**config.mk**
```make
export PLATFORM = sky130hd
export DESIGN_NAME = exp_final_stage
export DESIGN_NICKNAME = d
export VERILOG_FILES = /design/src/rtl/exp_pkg.sv /design/src/rtl/exp_fp_mul_rne.sv /design/src/rtl/exp_final_stage.sv
export SDC_FILE = /design/constraint.sdc
export NUM_CORES = 2
export LEC_CHECK = 0
export ABC_AREA = 0
export BUFFER_PORTS_ARGS = -buffer_cell sky130_fd_sc_hd__buf_2
export CORE_ASPECT_RATIO = 1.1
export CORE_MARGIN = 5
export CORE_UTILIZATION = 35
export DETAILED_ROUTE_END_ITERATION = 8
export GPL_ROUTABILITY_DRIVEN = 0
export GPL_TIMING_DRIVEN = 0
export PLACE_DENSITY_LB_ADDON = 0.3
export SETUP_SLACK_MARGIN = 0.4
export SLEW_MARGIN = 10
export SYNTH_ARGS = -nofsm -noshare
export SYNTH_HDL_FRONTEND = slang
export SYNTH_SLANG_ARGS = --single-unit
export TNS_END_PERCENT = 50
```
**constraint.sdc**
```tcl
create_clock -name CLK -period 18.63 [get_ports CLK]
set_input_delay 3.726 -clock CLK [delete_from_list [all_inputs] [get_ports CLK]]
set_output_delay 3.726 -clock CLK [all_outputs]
set_load 0.05 [all_outputs]
```
**src/rtl/exp_pkg.sv**
```systemverilog
// Shared binary32 constants, flag indices and types for the exponential unit.
// Used by exp_final_stage and exp_fp_mul_rne.
package exp_pkg;

  localparam int FP_SIGN_W = 1;
  localparam int FP_EXP_W  = 8;
  localparam int FP_MAN_W  = 23;
  localparam int FP_BIAS   = 127;

  typedef logic [FP_SIGN_W+FP_EXP_W+FP_MAN_W-1:0] fp32_t;

  localparam fp32_t FP_PINF = 32'h7F80_0000;
  localparam fp32_t FP_QNAN = 32'h7FC0_0000;

  localparam int FLAG_SAT = 0;
  localparam int FLAG_OVF = 1;
  localparam int FLAG_NAN = 2;
  localparam int FLAG_W   = 3;

  typedef logic [FLAG_W-1:0] flags_t;

endpackage

```
**src/rtl/exp_fp_mul_rne.sv**
```systemverilog
// Combinational binary32 multiply: round-to-nearest-even, flush-to-zero,
// with NaN/inf/overflow special cases.
module exp_fp_mul_rne
  import exp_pkg::*;
(
  input  fp32_t a_i,
  input  fp32_t b_i,
  output fp32_t res_o,
  output logic  nan_o,
  output logic  ovf_o
);

  logic               sa, sb, sr;
  logic [7:0]         ea, eb;
  logic [22:0]        ma, mb;
  logic               a_zero, b_zero;
  logic               a_inf, b_inf;
  logic               a_nan, b_nan;
  logic [47:0]        prod;
  logic [22:0]        man;
  logic               grd, stk, inc;
  logic [23:0]        rnd;
  logic signed [10:0] exp_s;

  assign sa = a_i[31];
  assign sb = b_i[31];
  assign ea = a_i[30:23];
  assign eb = b_i[30:23];
  assign ma = a_i[22:0];
  assign mb = b_i[22:0];
  assign sr = sa ^ sb;

  // Denormal operands count as zero.
  assign a_zero = (ea == 8'd0);
  assign b_zero = (eb == 8'd0);
  assign a_inf  = (ea == 8'hFF) && (ma == '0);
  assign b_inf  = (eb == 8'hFF) && (mb == '0);
  assign a_nan  = (ea == 8'hFF) && (ma != '0);
  assign b_nan  = (eb == 8'hFF) && (mb != '0);

  always_comb begin
    res_o = '0;
    nan_o = 1'b0;
    ovf_o = 1'b0;
    prod  = {1'b1, ma} * {1'b1, mb};
    if (prod[47]) begin
      man = prod[46:24];
      grd = prod[23];
      stk = |prod[22:0];
    end else begin
      man = prod[45:23];
      grd = prod[22];
      stk = |prod[21:0];
    end
    inc   = grd & (stk | man[0]);
    rnd   = {1'b0, man} + {23'd0, inc};
    exp_s = $signed({3'b0, ea}) + $signed({3'b0, eb})
          - 11'sd127
          + $signed({10'b0, prod[47]})
          + $signed({10'b0, rnd[23]});
    if (a_nan | b_nan | (a_inf & b_zero) | (b_inf & a_zero)) begin
      res_o = FP_QNAN;
      nan_o = 1'b1;
    end else if (a_inf | b_inf) begin
      res_o = {sr, FP_PINF[30:0]};
    end else if (a_zero | b_zero) begin
      res_o = {sr, 31'd0};
    end else if (exp_s >= 11'sd255) begin
      res_o = {sr, FP_PINF[30:0]};
      ovf_o = 1'b1;
    end else if (exp_s <= 11'sd0) begin
      res_o = {sr, 31'd0};
    end else begin
      res_o = {sr, exp_s[7:0], rnd[FP_MAN_W-1:0]};
    end
  end

endmodule

```
**src/rtl/exp_final_stage.sv**
```systemverilog
// Final exp stage: fixed mul -> float32 convert -> float mul -> output reg.
// Define EXP_FINAL_DEBUG_EN to expose the S1 product on D_taylor_output.
module exp_final_stage
  import exp_pkg::*;
#(
  parameter int INT_W  = 3,
  parameter int FRAC_W = 23
) (
  input  logic                    CLK,
  input  logic                    RST_N,
  input  logic                    IN_VALID,
  output logic                    IN_READY,
  input  logic [INT_W+FRAC_W-1:0] FIXED_taylor_input,
  input  logic [INT_W+FRAC_W-1:0] FIXED_e_input,
  input  logic [31:0]             FLOAT_e_input,
  output logic                    OUT_VALID,
  input  logic                    OUT_READY,
  output logic [31:0]             FLOAT_result_output,
  output logic [2:0]              FLAGS_output
`ifdef EXP_FINAL_DEBUG_EN
  ,
  output logic [INT_W+FRAC_W-1:0] D_taylor_output
`endif
);

  localparam int W = INT_W + FRAC_W;

  logic           s1_v_q, s2_v_q, s3_v_q, out_v_q;
  logic           s1_v_d, s2_v_d, s3_v_d, out_v_d;
  logic           s1_ld, s2_ld, s3_ld, out_ld;
  logic [W-1:0]   s1_prod_q;
  logic           s1_sat_q;
  fp32_t          s1_fe_q;
  fp32_t          s2_fp_q, s2_fe_q;
  logic           s2_sat_q;
  fp32_t          s3_res_q, out_res_q;
  flags_t         s3_flags_q, out_flags_q;

  logic [2*W-1:0] prod_full;
  logic [W-1:0]   prod_kept;
  logic           prod_sat;
  logic           unused_lo;
  logic [5:0]     lead;
  logic [W+22:0]  norm;
  logic           unused_norm;
  fp32_t          cvt;
  fp32_t          mul_res;
  logic           mul_nan, mul_ovf;
  flags_t         mul_flags;

  // Ready ripples back from OUT_READY in the same cycle.
  assign out_ld   = !out_v_q || OUT_READY;
  assign s3_ld    = !s3_v_q || out_ld;
  assign s2_ld    = !s2_v_q || s3_ld;
  assign s1_ld    = !s1_v_q || s2_ld;
  assign IN_READY = s1_ld;

  assign s1_v_d  = s1_ld  ? IN_VALID : s1_v_q;
  assign s2_v_d  = s2_ld  ? s1_v_q   : s2_v_q;
  assign s3_v_d  = s3_ld  ? s2_v_q   : s3_v_q;
  assign out_v_d = out_ld ? s3_v_q   : out_v_q;

  assign prod_full = FIXED_taylor_input * FIXED_e_input;
  assign prod_sat  = |prod_full[2*W-1:FRAC_W+W];
  assign prod_kept = prod_sat ? '1 : prod_full[FRAC_W +: W];
  assign unused_lo = ^prod_full[FRAC_W-1:0];

  // Normalise so the leading one lands at the top bit of norm.
  always_comb begin
    lead = '0;
    for (int i = 0; i < W; i++) begin
      if (s1_prod_q[i]) lead = 6'(i);
    end
    norm = {s1_prod_q, {FP_MAN_W{1'b0}}} << (6'(W - 1) - lead);
    if (s1_prod_q == '0) begin
      cvt = '0;
    end else begin
      cvt = {1'b0, 8'(int'(lead) + FP_BIAS - FRAC_W),
             norm[W+21 -: FP_MAN_W]};
    end
  end

  assign unused_norm = ^{norm[W+22], norm[W-2:0]};

  exp_fp_mul_rne u_mul (
    .a_i   (s2_fp_q),
    .b_i   (s2_fe_q),
    .res_o (mul_res),
    .nan_o (mul_nan),
    .ovf_o (mul_ovf)
  );

  always_comb begin
    mul_flags           = '0;
    mul_flags[FLAG_NAN] = mul_nan;
    mul_flags[FLAG_OVF] = mul_ovf;
    mul_flags[FLAG_SAT] = s2_sat_q;
  end

  always_ff @(posedge CLK) begin
    if (!RST_N) begin
      s1_v_q      <= 1'b0;
      s2_v_q      <= 1'b0;
      s3_v_q      <= 1'b0;
      out_v_q     <= 1'b0;
      s1_prod_q   <= '0;
      s1_sat_q    <= 1'b0;
      s1_fe_q     <= '0;
      s2_fp_q     <= '0;
      s2_fe_q     <= '0;
      s2_sat_q    <= 1'b0;
      s3_res_q    <= '0;
      s3_flags_q  <= '0;
      out_res_q   <= '0;
      out_flags_q <= '0;
    end else begin
      s1_v_q  <= s1_v_d;
      s2_v_q  <= s2_v_d;
      s3_v_q  <= s3_v_d;
      out_v_q <= out_v_d;
      if (s1_ld) begin
        s1_prod_q <= prod_kept;
        s1_sat_q  <= prod_sat;
        s1_fe_q   <= FLOAT_e_input;
      end
      if (s2_ld) begin
        s2_fp_q  <= cvt;
        s2_fe_q  <= s1_fe_q;
        s2_sat_q <= s1_sat_q;
      end
      if (s3_ld) begin
        s3_res_q   <= mul_res;
        s3_flags_q <= mul_flags;
      end
      if (out_ld) begin
        out_res_q   <= s3_res_q;
        out_flags_q <= s3_flags_q;
      end
    end
  end

  assign OUT_VALID           = out_v_q;
  assign FLOAT_result_output = out_res_q;
  assign FLAGS_output        = out_flags_q;

`ifdef EXP_FINAL_DEBUG_EN
  assign D_taylor_output = s1_prod_q;
`endif

endmodule

```
==> results.py <==
metrics = {
    "global_route": {
        "grt_pass1_wl_mm": 258,
        "overflow": 0,
        "grt_max_degree": 19,
        "track_usage": 0.219,
        "first_global_vias": 43000,
        "antenna_found_initial": 3,
    },
    "logic_synthesis": {
        "synth_commonest_cells": "1175 x inv_1, 1057 x fa_1, 1013 x nand2_1, 500 x and2_1, 376 x ha_1",
        "synthFlopType": "dfxtp_1",
        "synth_area_leader_cell": "fa_1",
        "post_synth_num_cell_types": 99,
        "synth-seq-cells": 196,
        "syn_nets": 7328,
        "synth_edf_count": 0,
        "yosysMostFrequentCell": "inv_1",
        "synth_area_um2": 50600,
        "synth_area_leaders": "fa_1 42%, ha_1 9.3%, inv_1 8.7%, dfxtp_1 7.8%, nand2_1 7.5%",
        "synthArstFlopShare": 0,
        "ys_seq_area_frac": 0.0775,
        "syn-mean-instance-area_um2": 8.72,
        "yosys_warnings": 0,
        "synth_top_cell_area_share": 0.418,
        "netlist_instances": 5807,
    },
    "floorplanning": {
        "die_x_um": 373,
        "num_io_pins": 125,
        "core_area_um2": 144000,
        "core.rowCount": 146,
        "die_h_um": 409,
        "initial_core_util": 0.352,
        "dieArea_um2": 152000,
    },
    "worst_hold_path": {
        "min-delay-start": "s1_fe_q[18]",
        "worst_hold_path.num_cells": 2,
        "min_to": "s2_fe_q[18]",
        "hold_class": "register to register",
    },
    "clock_tree": {
        "root_buffer": "clkbuf_16",
        "cts_buffer_depth": 2,
        "cts_tree": "yes",
        "clkSlewWorstSetupHoldPaths_ns": 0.08,
        "h-tree-depth": 4,
        "cts_hold_buf": 0,
        "clock_latency_ns": 0.48,
        "clock-sinks": 196,
        "cts_buffers": 17,
        "ctsResizeCount": 0,
        "postCtsSetupBuffers": 0,
    },
    "setup_path": {
        "crit_path_start_kind": "register",
        "reg2regPathDepth": 42,
        "ff2ff_setup_slack_ns": 4.91,
        "cp-end-kind": "register",
        "cp_num_buf_inv": 11,
        "cpMostUsedCell": "fa_1",
        "path_max_fanout": 10,
        "max_stage_delay_ns": 0.73,
        "worst-setup-path-type": "register to register",
        "crit_slowest_cell": "clkbuf_1",
        "arrival_ns": 14.13,
        "r2r-end": "s3_res_q[0]",
        "worstPathRequired_ns": 19.05,
        "critical_path.top_delay_family": "adder cells",
        "r2r-start": "s2_fp_q[16]",
    },
    "outcome": {
        "outcome": "finished, final reports clean",
    },
    "routing": {
        "first_pass_iters": 6,
        "wl_mm": 167,
        "vias": 40600,
        "dr.first_iter.drc_count": 2913,
        "ant_nets": 0,
        "drcViolationCount": 0,
        "wire_per_inst_um": 21.3,
        "avgViaCountPerCell": 5.16,
    },
    "final_layout": {
        "drive_gt1_frac": 0.0437,
        "nNetsFinal": 7456,
        "syn_to_final_growth_pct": 7.00,
        "post-route-util": 0.376,
        "fillerInstances": 15100,
    },
    "sta": {
        "fin_crit_ns": 13.72,
        "fmax_mhz": 72.9,
        "fin_worst_skew_ns": 0.0168,
        "worst_pin_slew_ns": 1.15,
        "slew_headroom": 0.227,
        "period_share": 0.736,
        "grt_setup_unrepaired": "no",
        "hold_viol": 0,
        "fin_tns_setup_ns": 0,
        "drv_slew": 0,
        "setup_viol": 0,
    },
    "run": {
        "max-cap-violations": 0,
    },
    "placement": {
        "port_buffers": 109,
        "dp_hpwl_mm": 141,
    },
}
layout by cell type (no fill, tap or decap), drive strengths merged, types with 10 or more instances in the layout:
cell type and n:
inv 1181, fa 1057, nand2 1016, and2 502, ha 376, clkbuf 307, dfxtp 196, buf 137
nor2 129, a21boi 120, a21oi 103, o21ai 81, xnor2 54, nand3 53, nor3 46, a21o 40
nor2b 37, nand4 34, xor2 31, a211oi 29, nor4 28, o211ai 28, o221a 26, and3 25
mux2i 24, a31oi 21, a22oi 20, nand2b 19, o21a 18, a221oi 14, o21bai 12, mux4 12
or3 11, o31ai 11, a211o 10, a221o 10, clkinv 10
kinds of logic (layout without fill, tap and decap cells):
family                   after synthesis  after routing  share of synthesized area
XOR/XNOR                              85             85                     0.0147
buffers and inverters               1494           1635                      0.112
AND/OR/NAND/NOR                     1941           1941                      0.183
AO/OA/AOI/OAI                        615            615                     0.0902
other                                  0              2                          0
adder cells (fa/ha/maj)             1433           1433                      0.511
flip-flops                           196            196                     0.0775
multiplexers                          43             43                     0.0116
worst min-delay path: stages (launching register included):
cell and delay, ns:
dfxtp_1 0.31, nand2_1 0.05, a21boi_0 0.06
metal layers:
metal  GRT usage  routed length, um  vias up
met5           0                  0        -
met4       0.110              10600        0
met2       0.372              79100     1577
met3      0.0332              11800      417
met1       0.273              65900    20600
li1            -                  -    18000
stage by stage:
stage | hold slack, ns | setup WS (ns) | instance area (um2) | std cells
2_1_floorplan | 0.423 | 7.45 | 50600 | 5807
3_3_place_gp | 0.450 | 5.13 | 53600 | 7840
3_5_place_dp | 0.452 | 5.12 | 53600 | 7840
4_1_cts | 0.462 | 5.07 | 54200 | 7872
5_1_grt | 0.486 | 4.22 | 54200 | 7872
6_report | 0.461 | 4.91 | 54200 | 7874
registers in the layout (all words and copies together), names as in the netlist:
name,flops
s2_sat_q,1
OUT_VALID,1
s1_fe_q,32
s1_sat_q,1
s1_v_q,1
FLAGS_output,3
s2_fe_q,32
s2_v_q,1
FLOAT_result_output,32
s1_prod_q,26
s3_flags_q,3
s2_fp_q,30
s3_res_q,32
s3_v_q,1
how the worst max path moves through the flow:
stage	from	to	cells past startpoint
global placement	s2_fp_q[15]	s3_res_q[0]	41
detailed placement	s2_fp_q[16]	s3_res_q[0]	42
finish	s2_fp_q[16]	s3_res_q[0]	42
floorplan	FIXED_e_input[5]	s1_prod_q[10]	29
CTS	s2_fp_q[16]	s3_res_q[0]	42
global route	s2_fp_q[16]	s3_res_q[0]	42
final cells by class:
class                   instances  area [um2]  area share
plain buffers                 314        1240      0.0228
multi-input cells            4117       41000       0.758
well taps                    1924        2410      0.0444
diodes                          2        5.00   0.0000924
repair buffers                109         546      0.0101
clock inverters                11         115     0.00213
inverters                    1180        4430      0.0818
flip-flops and latches        196        3920      0.0724
clock buffers                  21         470     0.00869
Power is not shown: default switching activity piles up to over one toggle a cycle in this logic, so the estimate is an artifact.
